[config.mk]
export PLATFORM = sky130hd
export DESIGN_NAME = ultrasonic_ranger_flat
export DESIGN_NICKNAME = d
export VERILOG_FILES = /design/src/rtl/ultrasonic_pkg.sv /design/src/rtl/ultrasonic_ranger_if.sv /design/src/rtl/ultrasonic_echo_sync.sv /design/src/rtl/ultrasonic_ranger.sv /design/src/flat_wrapper.sv
export SDC_FILE = /design/constraint.sdc
export NUM_CORES = 1
export LEC_CHECK = 0
export ABC_AREA = 1
export BUFFER_PORTS_ARGS = -buffer_cell sky130_fd_sc_hd__clkbuf_2
export CORE_MARGIN = 3
export CORE_UTILIZATION = 35
export DETAILED_ROUTE_END_ITERATION = 8
export PLACE_DENSITY = 0.58
export SLEW_MARGIN = 20
export SYNTH_ARGS = -nofsm -noshare
export SYNTH_HDL_FRONTEND = slang
export SYNTH_SLANG_ARGS = --single-unit
export TNS_END_PERCENT = 10
[constraint.sdc]
create_clock -name clk -period 10.4 [get_ports clk]
set_input_delay 2.08 -clock clk [delete_from_list [all_inputs] [get_ports clk]]
set_output_delay 2.08 -clock clk [all_outputs]
set_load 0.005 [all_outputs]
[src/rtl/ultrasonic_pkg.sv]
// Shared types and constants for the ultrasonic ranger: sequencer states
// and the LED thermometer-bar scaling.
package ultrasonic_pkg;

    typedef enum logic [2:0] {
        ST_IDLE,
        ST_TRIG,
        ST_WAIT_RISE,
        ST_MEASURE,
        ST_HOLDOFF
    } state_e;

    localparam int unsigned LED_STEP  = 11662;
    localparam int unsigned LED_COUNT = 16;

    // Echo width at which bar segment idx lights; kept 64 bits wide so it cannot overflow.
    function automatic logic [63:0] led_threshold(input int unsigned idx);
        return 64'(idx + 1) * 64'(LED_STEP);
    endfunction

endpackage

[src/rtl/ultrasonic_ranger_if.sv]
// Consumer-facing control/result bundle of the ultrasonic ranger.
// The consumer side (master) requests measurements; the ranger (slave) publishes results.
interface ultrasonic_ranger_if #(
    parameter int unsigned CNT_W = 32
) ();
    logic             start;
    logic             auto_en;
    logic [CNT_W-1:0] echo_cycles;
    logic             dist_valid;
    logic             timeout;
    logic             busy;

    modport master (
        output start,
        output auto_en,
        input  echo_cycles,
        input  dist_valid,
        input  timeout,
        input  busy
    );

    modport slave (
        input  start,
        input  auto_en,
        output echo_cycles,
        output dist_valid,
        output timeout,
        output busy
    );
endinterface

[src/rtl/ultrasonic_echo_sync.sv]
// Two-flop synchronizer bringing the asynchronous echo pin into the clk domain.
module ultrasonic_echo_sync (
    input  logic clk,
    input  logic reset,
    input  logic async_in,
    output logic sync_out
);

    logic meta_q, meta_d;
    logic sync_q, sync_d;

    always_comb begin
        meta_d = async_in;
        sync_d = meta_q;
    end

    always_ff @(posedge clk or posedge reset) begin
        if (reset) begin
            meta_q <= 1'b0;
            sync_q <= 1'b0;
        end else begin
            meta_q <= meta_d;
            sync_q <= sync_d;
        end
    end

    assign sync_out = sync_q;

endmodule

[src/rtl/ultrasonic_ranger.sv]
// HC-SR04 style ranger: trigger pulse, echo timing with timeout, single-shot and periodic modes.
// Optional thermometer LED bar is built only when ULTRASONIC_LED_BAR_EN is defined.
module ultrasonic_ranger
    import ultrasonic_pkg::*;
#(
    parameter int unsigned TRIG_CYCLES    = 1000,
    parameter int unsigned TIMEOUT_CYCLES = 2000000,
    parameter int unsigned PERIOD_CYCLES  = 20000000,
    parameter int unsigned CNT_W          = 32
) (
    input  logic                 clk,
    input  logic                 reset,
    input  logic                 ultrasonic_in,
    output logic                 ctrl_ultrasonic,
    output logic [LED_COUNT-1:0] led,
    ultrasonic_ranger_if.slave   bus
);

    typedef logic [CNT_W-1:0] cnt_t;

    localparam cnt_t CNT_ONE      = cnt_t'(1);
    localparam cnt_t TRIG_LAST    = cnt_t'(TRIG_CYCLES - 1);
    localparam cnt_t TIMEOUT_LAST = cnt_t'(TIMEOUT_CYCLES - 1);
    localparam cnt_t PERIOD_LAST  = cnt_t'(PERIOD_CYCLES - 1);

    // Holdoff must always be reached before the next period boundary.
    if (TRIG_CYCLES < 1) begin : g_bad_trig
        $error("ultrasonic_ranger: TRIG_CYCLES must be at least 1");
    end
    if (PERIOD_CYCLES <= TRIG_CYCLES + 2 * TIMEOUT_CYCLES + 4) begin : g_bad_period
        $error("ultrasonic_ranger: PERIOD_CYCLES must exceed TRIG_CYCLES + 2*TIMEOUT_CYCLES + 4");
    end

    logic   echo_s;
    state_e state_q, state_d;
    cnt_t   cnt_q, cnt_d;
    cnt_t   period_q, period_d;
    logic   ctrl_q, ctrl_d;
    cnt_t   echo_cycles_q, echo_cycles_d;
    logic   timeout_q, timeout_d;
    logic   dist_valid_q, dist_valid_d;

    ultrasonic_echo_sync u_echo_sync (
        .clk      (clk),
        .reset    (reset),
        .async_in (ultrasonic_in),
        .sync_out (echo_s)
    );

    always_ff @(posedge clk or posedge reset) begin
        if (reset) begin
            state_q       <= ST_IDLE;
            cnt_q         <= '0;
            period_q      <= '0;
            ctrl_q        <= 1'b0;
            echo_cycles_q <= '0;
            timeout_q     <= 1'b0;
            dist_valid_q  <= 1'b0;
        end else begin
            state_q       <= state_d;
            cnt_q         <= cnt_d;
            period_q      <= period_d;
            ctrl_q        <= ctrl_d;
            echo_cycles_q <= echo_cycles_d;
            timeout_q     <= timeout_d;
            dist_valid_q  <= dist_valid_d;
        end
    end

    // cnt_q is reused as trigger width, rise wait and echo width counter.
    always_comb begin
        state_d       = state_q;
        cnt_d         = cnt_q;
        period_d      = period_q;
        ctrl_d        = 1'b0;
        echo_cycles_d = echo_cycles_q;
        timeout_d     = timeout_q;
        dist_valid_d  = 1'b0;

        if (state_q != ST_IDLE) begin
            period_d = period_q + CNT_ONE;
        end

        case (state_q)
            ST_IDLE: begin
                if (bus.start || bus.auto_en) begin
                    state_d  = ST_TRIG;
                    cnt_d    = '0;
                    period_d = '0;
                    ctrl_d   = 1'b1;
                end
            end
            ST_TRIG: begin
                if (cnt_q == TRIG_LAST) begin
                    state_d = ST_WAIT_RISE;
                    cnt_d   = '0;
                end else begin
                    cnt_d  = cnt_q + CNT_ONE;
                    ctrl_d = 1'b1;
                end
            end
            ST_WAIT_RISE: begin
                if (echo_s) begin
                    state_d = ST_MEASURE;
                    cnt_d   = CNT_ONE;
                end else if (cnt_q == TIMEOUT_LAST) begin
                    state_d       = ST_HOLDOFF;
                    echo_cycles_d = '0;
                    timeout_d     = 1'b1;
                    dist_valid_d  = 1'b1;
                end else begin
                    cnt_d = cnt_q + CNT_ONE;
                end
            end
            ST_MEASURE: begin
                if (!echo_s) begin
                    state_d       = ST_HOLDOFF;
                    echo_cycles_d = cnt_q;
                    timeout_d     = 1'b0;
                    dist_valid_d  = 1'b1;
                end else if (cnt_q == TIMEOUT_LAST) begin
                    state_d       = ST_HOLDOFF;
                    echo_cycles_d = '0;
                    timeout_d     = 1'b1;
                    dist_valid_d  = 1'b1;
                end else begin
                    cnt_d = cnt_q + CNT_ONE;
                end
            end
            ST_HOLDOFF: begin
                if (period_q == PERIOD_LAST) begin
                    if (bus.auto_en) begin
                        state_d  = ST_TRIG;
                        cnt_d    = '0;
                        period_d = '0;
                        ctrl_d   = 1'b1;
                    end else begin
                        state_d = ST_IDLE;
                    end
                end
            end
            default: begin
                state_d = ST_IDLE;
            end
        endcase
    end

    assign ctrl_ultrasonic = ctrl_q;
    assign bus.echo_cycles = echo_cycles_q;
    assign bus.timeout     = timeout_q;
    assign bus.dist_valid  = dist_valid_q;
    assign bus.busy        = (state_q != ST_IDLE);

`ifdef ULTRASONIC_LED_BAR_EN
    logic [LED_COUNT-1:0] led_q, led_d;

    // Bar follows the freshly published result one cycle after the strobe.
    always_comb begin
        led_d = led_q;
        if (dist_valid_q) begin
            for (int unsigned i = 0; i < LED_COUNT; i++) begin
                led_d[i] = !timeout_q && (64'(echo_cycles_q) >= led_threshold(i));
            end
        end
    end

    always_ff @(posedge clk or posedge reset) begin
        if (reset) begin
            led_q <= '0;
        end else begin
            led_q <= led_d;
        end
    end

    assign led = led_q;
`else
    assign led = '0;
`endif

endmodule

[src/flat_wrapper.sv]
// flat-port wrapper written by rule: the top's interface ports become plain ports
module ultrasonic_ranger_flat import ultrasonic_pkg::*;
#(
    parameter int unsigned TRIG_CYCLES    = 1000,
    parameter int unsigned TIMEOUT_CYCLES = 2000000,
    parameter int unsigned PERIOD_CYCLES  = 20000000,
    parameter int unsigned CNT_W          = 32
)
  (clk, reset, ultrasonic_in, ctrl_ultrasonic, led, bus_start, bus_auto_en, bus_echo_cycles, bus_dist_valid, bus_timeout, bus_busy);
  ultrasonic_ranger_if #(.CNT_W(CNT_W)) bus_i ();
  input  logic clk;
  input  logic reset;
  input  logic ultrasonic_in;
  output logic ctrl_ultrasonic;
  output logic [LED_COUNT-1:0] led;
  input wire logic [$bits(bus_i.start)-1:0] bus_start;
  input wire logic [$bits(bus_i.auto_en)-1:0] bus_auto_en;
  output wire logic [$bits(bus_i.echo_cycles)-1:0] bus_echo_cycles;
  output wire logic [$bits(bus_i.dist_valid)-1:0] bus_dist_valid;
  output wire logic [$bits(bus_i.timeout)-1:0] bus_timeout;
  output wire logic [$bits(bus_i.busy)-1:0] bus_busy;
  assign bus_i.start = bus_start;
  assign bus_i.auto_en = bus_auto_en;
  assign bus_echo_cycles = bus_i.echo_cycles;
  assign bus_dist_valid = bus_i.dist_valid;
  assign bus_timeout = bus_i.timeout;
  assign bus_busy = bus_i.busy;
  ultrasonic_ranger #(.TRIG_CYCLES(TRIG_CYCLES), .TIMEOUT_CYCLES(TIMEOUT_CYCLES), .PERIOD_CYCLES(PERIOD_CYCLES), .CNT_W(CNT_W)) u_core (.clk(clk), .reset(reset), .ultrasonic_in(ultrasonic_in), .ctrl_ultrasonic(ctrl_ultrasonic), .led(led), .bus(bus_i));
endmodule
==> summary.txt <==
Outcome
  – Status: completed

Setup path
  – Reg-to-Reg End: u_core.cnt_q[13]
  – Crit Path Class: input pin to register
  – Worst reg2reg path depth: 12
  – Reg-to-reg slack, setup: 6.95 ns
  – Arrival time worst endpoint: 4.62 ns
  – CP max FO: 27
  – Reg2Reg Launch Point: u_core.state_q[1]
  – Critical Path Sink Type: register
  – CP startpoint kind: input pin
  – Required time worst endpoint: 10.62 ns

Clock network
  – Total CTS buffers: 9
  – Clock slew at reported path FFs: 0.08 ns
  – CTS sink cnt: 104
  – Worst-Skew Late Latency: 0.37 ns
  – # hold bufs at CTS: 0
  – CTS max path bufs: 2
  – Post-CTS Setup Bufs: 0
  – Clock root buffer: clkbuf_16
  – H-tree depth: 3
  – CTS tree: yes
  – Post-CTS Resized: 0

Routing
  – Via density: 4.962
  – Routed vias: 6,773
  – Drt drc: 0
  – DR WL/cell: 15.02 µm
  – DR pass1 iterations: 5
  – First DRT Iteration DRCs: 574
  – Final WL: 20,500 µm
  – ANT nets after route: 0

Cells and area
  – Ant diodes: 0
  – Reg area: 0.002603 mm²
  – Multi-input gate area: 0.003745 mm²
  – Non-filler cells, final: 1,365
  – Filler Cell Count: 2,110
  – Fin nets: 1,102
  – Layout cells sized above 1: 9.909%
  – Layout Area Growth over Synthesis: 8.912%

Global routing
  – Vias in the first global route: 6,179
  – First-pass GRT wire length: 32,930 µm
  – Initial antenna violation count: 0
  – Gr ovfl total: 0
  – Largest net degree at the start of global routing: 73
  – All-Layer GR Usage: 18.95%

Synth
  – Synth Area in Compound Gates: 5.215%
  – Post-Synth Simple-Gate Area: 44.53%
  – Post-Syn Area per Cell: 6.541 µm²
  – Mapped cell area: 0.007005 mm²
  – Post-synthesis mux area share: 0%
  – Cells after Synth: 1,071
  – #FFs+latches synth: 104
  – Yosys top cell by area: dfrtp_1
  – Sequential area share after synthesis: 37.15%
  – Largest family of logic cells by synthesized area: simple AND/OR/NAND/NOR gates
  – Yosys top cell area share: 37.15%
  – Largest cells by area after synthesis: dfrtp_1 (37%), nand2_1 (19%), nand3_1 (9.3%)
  – Area share of fa/ha/maj cells after synthesis: 0.3572%
  – Count of different cell masters after synthesis: 38
  – XOR/XNOR share of the synthesized area: 2.500%
  – Yosys warns: 0

Floorplan
  – Die H: 147.5 µm
  – Num rows: 51
  – Die area: 0.02175 mm²
  – Initial core utilization: 35.76%
  – # IOs: 57
  – Core area: 0.01959 mm²
  – Die X: 147.5 µm

STA
  – Actual slew at the worst max-slew pin: 0.9310 ns
  – Hold Worst Slack: 0.3783 ns
  – Part of the cycle the worst path needs: 42.29%
  – RSZ-0062 raised after global routing: false
  – Setup TNS: 0 ns
  – Minimum clock period: 4.398 ns
  – Count of pins over their slew limit: 0
  – Max Fclk: 0.2274 GHz
  – Final Hold Fails: 0
  – Final Skew: 0.01238 ns
  – Final worst slack: 6.002 ns
  – Relative slew slack: 37.93%
  – Final setup vio count: 0

Placed design
  – DP Cell Count: 1,349
  – PortBufs: 40
  – Pre-CTS WS: 5.636 ns
  – Final HPWL DP: 15,010 µm
  – Gpl congestion: 0.9424

Min path
  – Endpoint, Worst Hold: u_core.u_echo_sync.sync_out
  – Hold path cells: 0
  – Worst hold path type: register to register
  – HP Start: u_core.u_echo_sync.meta_q

Pwr
  – Total Power: 0.0008146 W
  – Peak VDD IR: 0.00005088 V
  – Power Dens Cells: 106.8 mW/mm²
  – Static leakage: 3.856 nW

Job
  – Max-cap violations: 0
==> how the worst max path moves through the flow <==
stage                startpoint                    end  slack [ns]  depth (start not counted)
floorplan                 reset  u_core.bus.dist_valid        5.59                          1
global placement    bus_auto_en       u_core.cnt_q[13]        5.77                         11
detailed placement  bus_auto_en       u_core.cnt_q[13]        5.64                         11
CTS                 bus_auto_en       u_core.cnt_q[13]        6.01                         11
global route        bus_auto_en       u_core.cnt_q[13]        5.67                         11
finish              bus_auto_en       u_core.cnt_q[13]        6.00                         11
==> where the power goes <==
| part | internal [W] | switching (W) | leakage, nW | total [W] |
|---|---|---|---|---|
| registers | 0.000415 | 0.0000142 | 1.29 | 0.000429 |
| clock network | 0.000167 | 0.000174 | 0.139 | 0.000341 |
| logic | 0.0000125 | 0.0000316 | 2.43 | 0.0000442 |
| total | 0.000595 | 0.000220 | 3.86 | 0.000815 |
==> cells by family (layout without fill, tap and decap cells) <==
logic type,Yosys count,in the layout
simple gates,714,714
other cells,1,16
compound gates,70,70
buf+inv,160,174
fa+ha+maj,2,2
flops,104,104
xor+xnor,20,20
==> synth_stat cells <==
library cell and number:
buf_4 16, nor2_2 6, nand3_4 1, buf_2 11, nand3_1 130, a211oi_1 1, xor2_1 19, nand2_4 2
buf_6 5, buf_1 1, xnor2_1 1, nor3_2 1, inv_4 1, and2_1 1, nor2_1 133, a31oi_1 2
a32oi_1 1, o21ai_2 1, o31ai_1 1, inv_1 105, a21oi_1 5, nor3_1 21, nor2_8 1, conb_1 1
nand2_1 354, or2_2 2, dfrtp_1 104, nand2_2 23, clkinv_1 1, nor2_4 1, ha_1 2, nor3_4 1
clkbuf_1 13, nor3b_2 1, nand4_1 36, o21ai_0 23, o21ai_1 36, inv_2 7
==> final cells by class <==
type	instances	area share, %
multi-input combinational	822	49.08
inverter	114	5.674
sequential	104	34.11
clock inverter	7	0.8199
clock buffer	9	2.952
tap	265	4.346
timing repair buffer	44	3.017
==> stage by stage <==
step	area [µm²]	utilization, %
6_report	7630	38.95
5_1_grt	7630	38.95
4_1_cts	7630	38.95
3_5_place_dp	7342	37.48
3_3_place_gp	7342	37.48
2_1_floorplan	7062	-
==> layout by cell type, fill, tap and decap left out, drive strengths merged, types with 2 or more instances in the layout <==
cell type    n
nand2      379
nor2       141
nand3      131
inv        116
dfrtp      104
o21ai       60
clkbuf      49
nand4       36
nor3        23
xor2        19
conb        16
a21oi        5
buf          4
clkinv       4
or2          2
a31oi        2
ha           2
==> metal layers <==
layer  GRT usage (%)  part of all wire (%)
met1           27.04                    48
met2           29.72                    46
met5               0                     0
met3           2.391                   3.9
met4           6.710                   2.1
==> worst max-delay path, stage by stage <==
cell and delay [ns]:
clkbuf_2 0.10, nor2_1 0.16, inv_1 0.11, nor2_2 0.45, clkinv_1 0.51, o21ai_1 0.26
nor2_2 0.08, nand3_4 0.31, inv_2 0.32, nand2_1 0.12, o21ai_0 0.09
==> flip-flops by register name (all words and copies together) (netlist names) <==
name                         cells
u_core.period_q                 32
u_core.u_echo_sync.meta_q        1
u_core.state_q                   3
u_core.bus.echo_cycles          32
u_core.ctrl_ultrasonic           1
u_core.bus.dist_valid            1
u_core.cnt_q                    32
u_core.bus.timeout               1
u_core.u_echo_sync.sync_out      1
No activity file was read; power rests on OpenSTA's default activity.
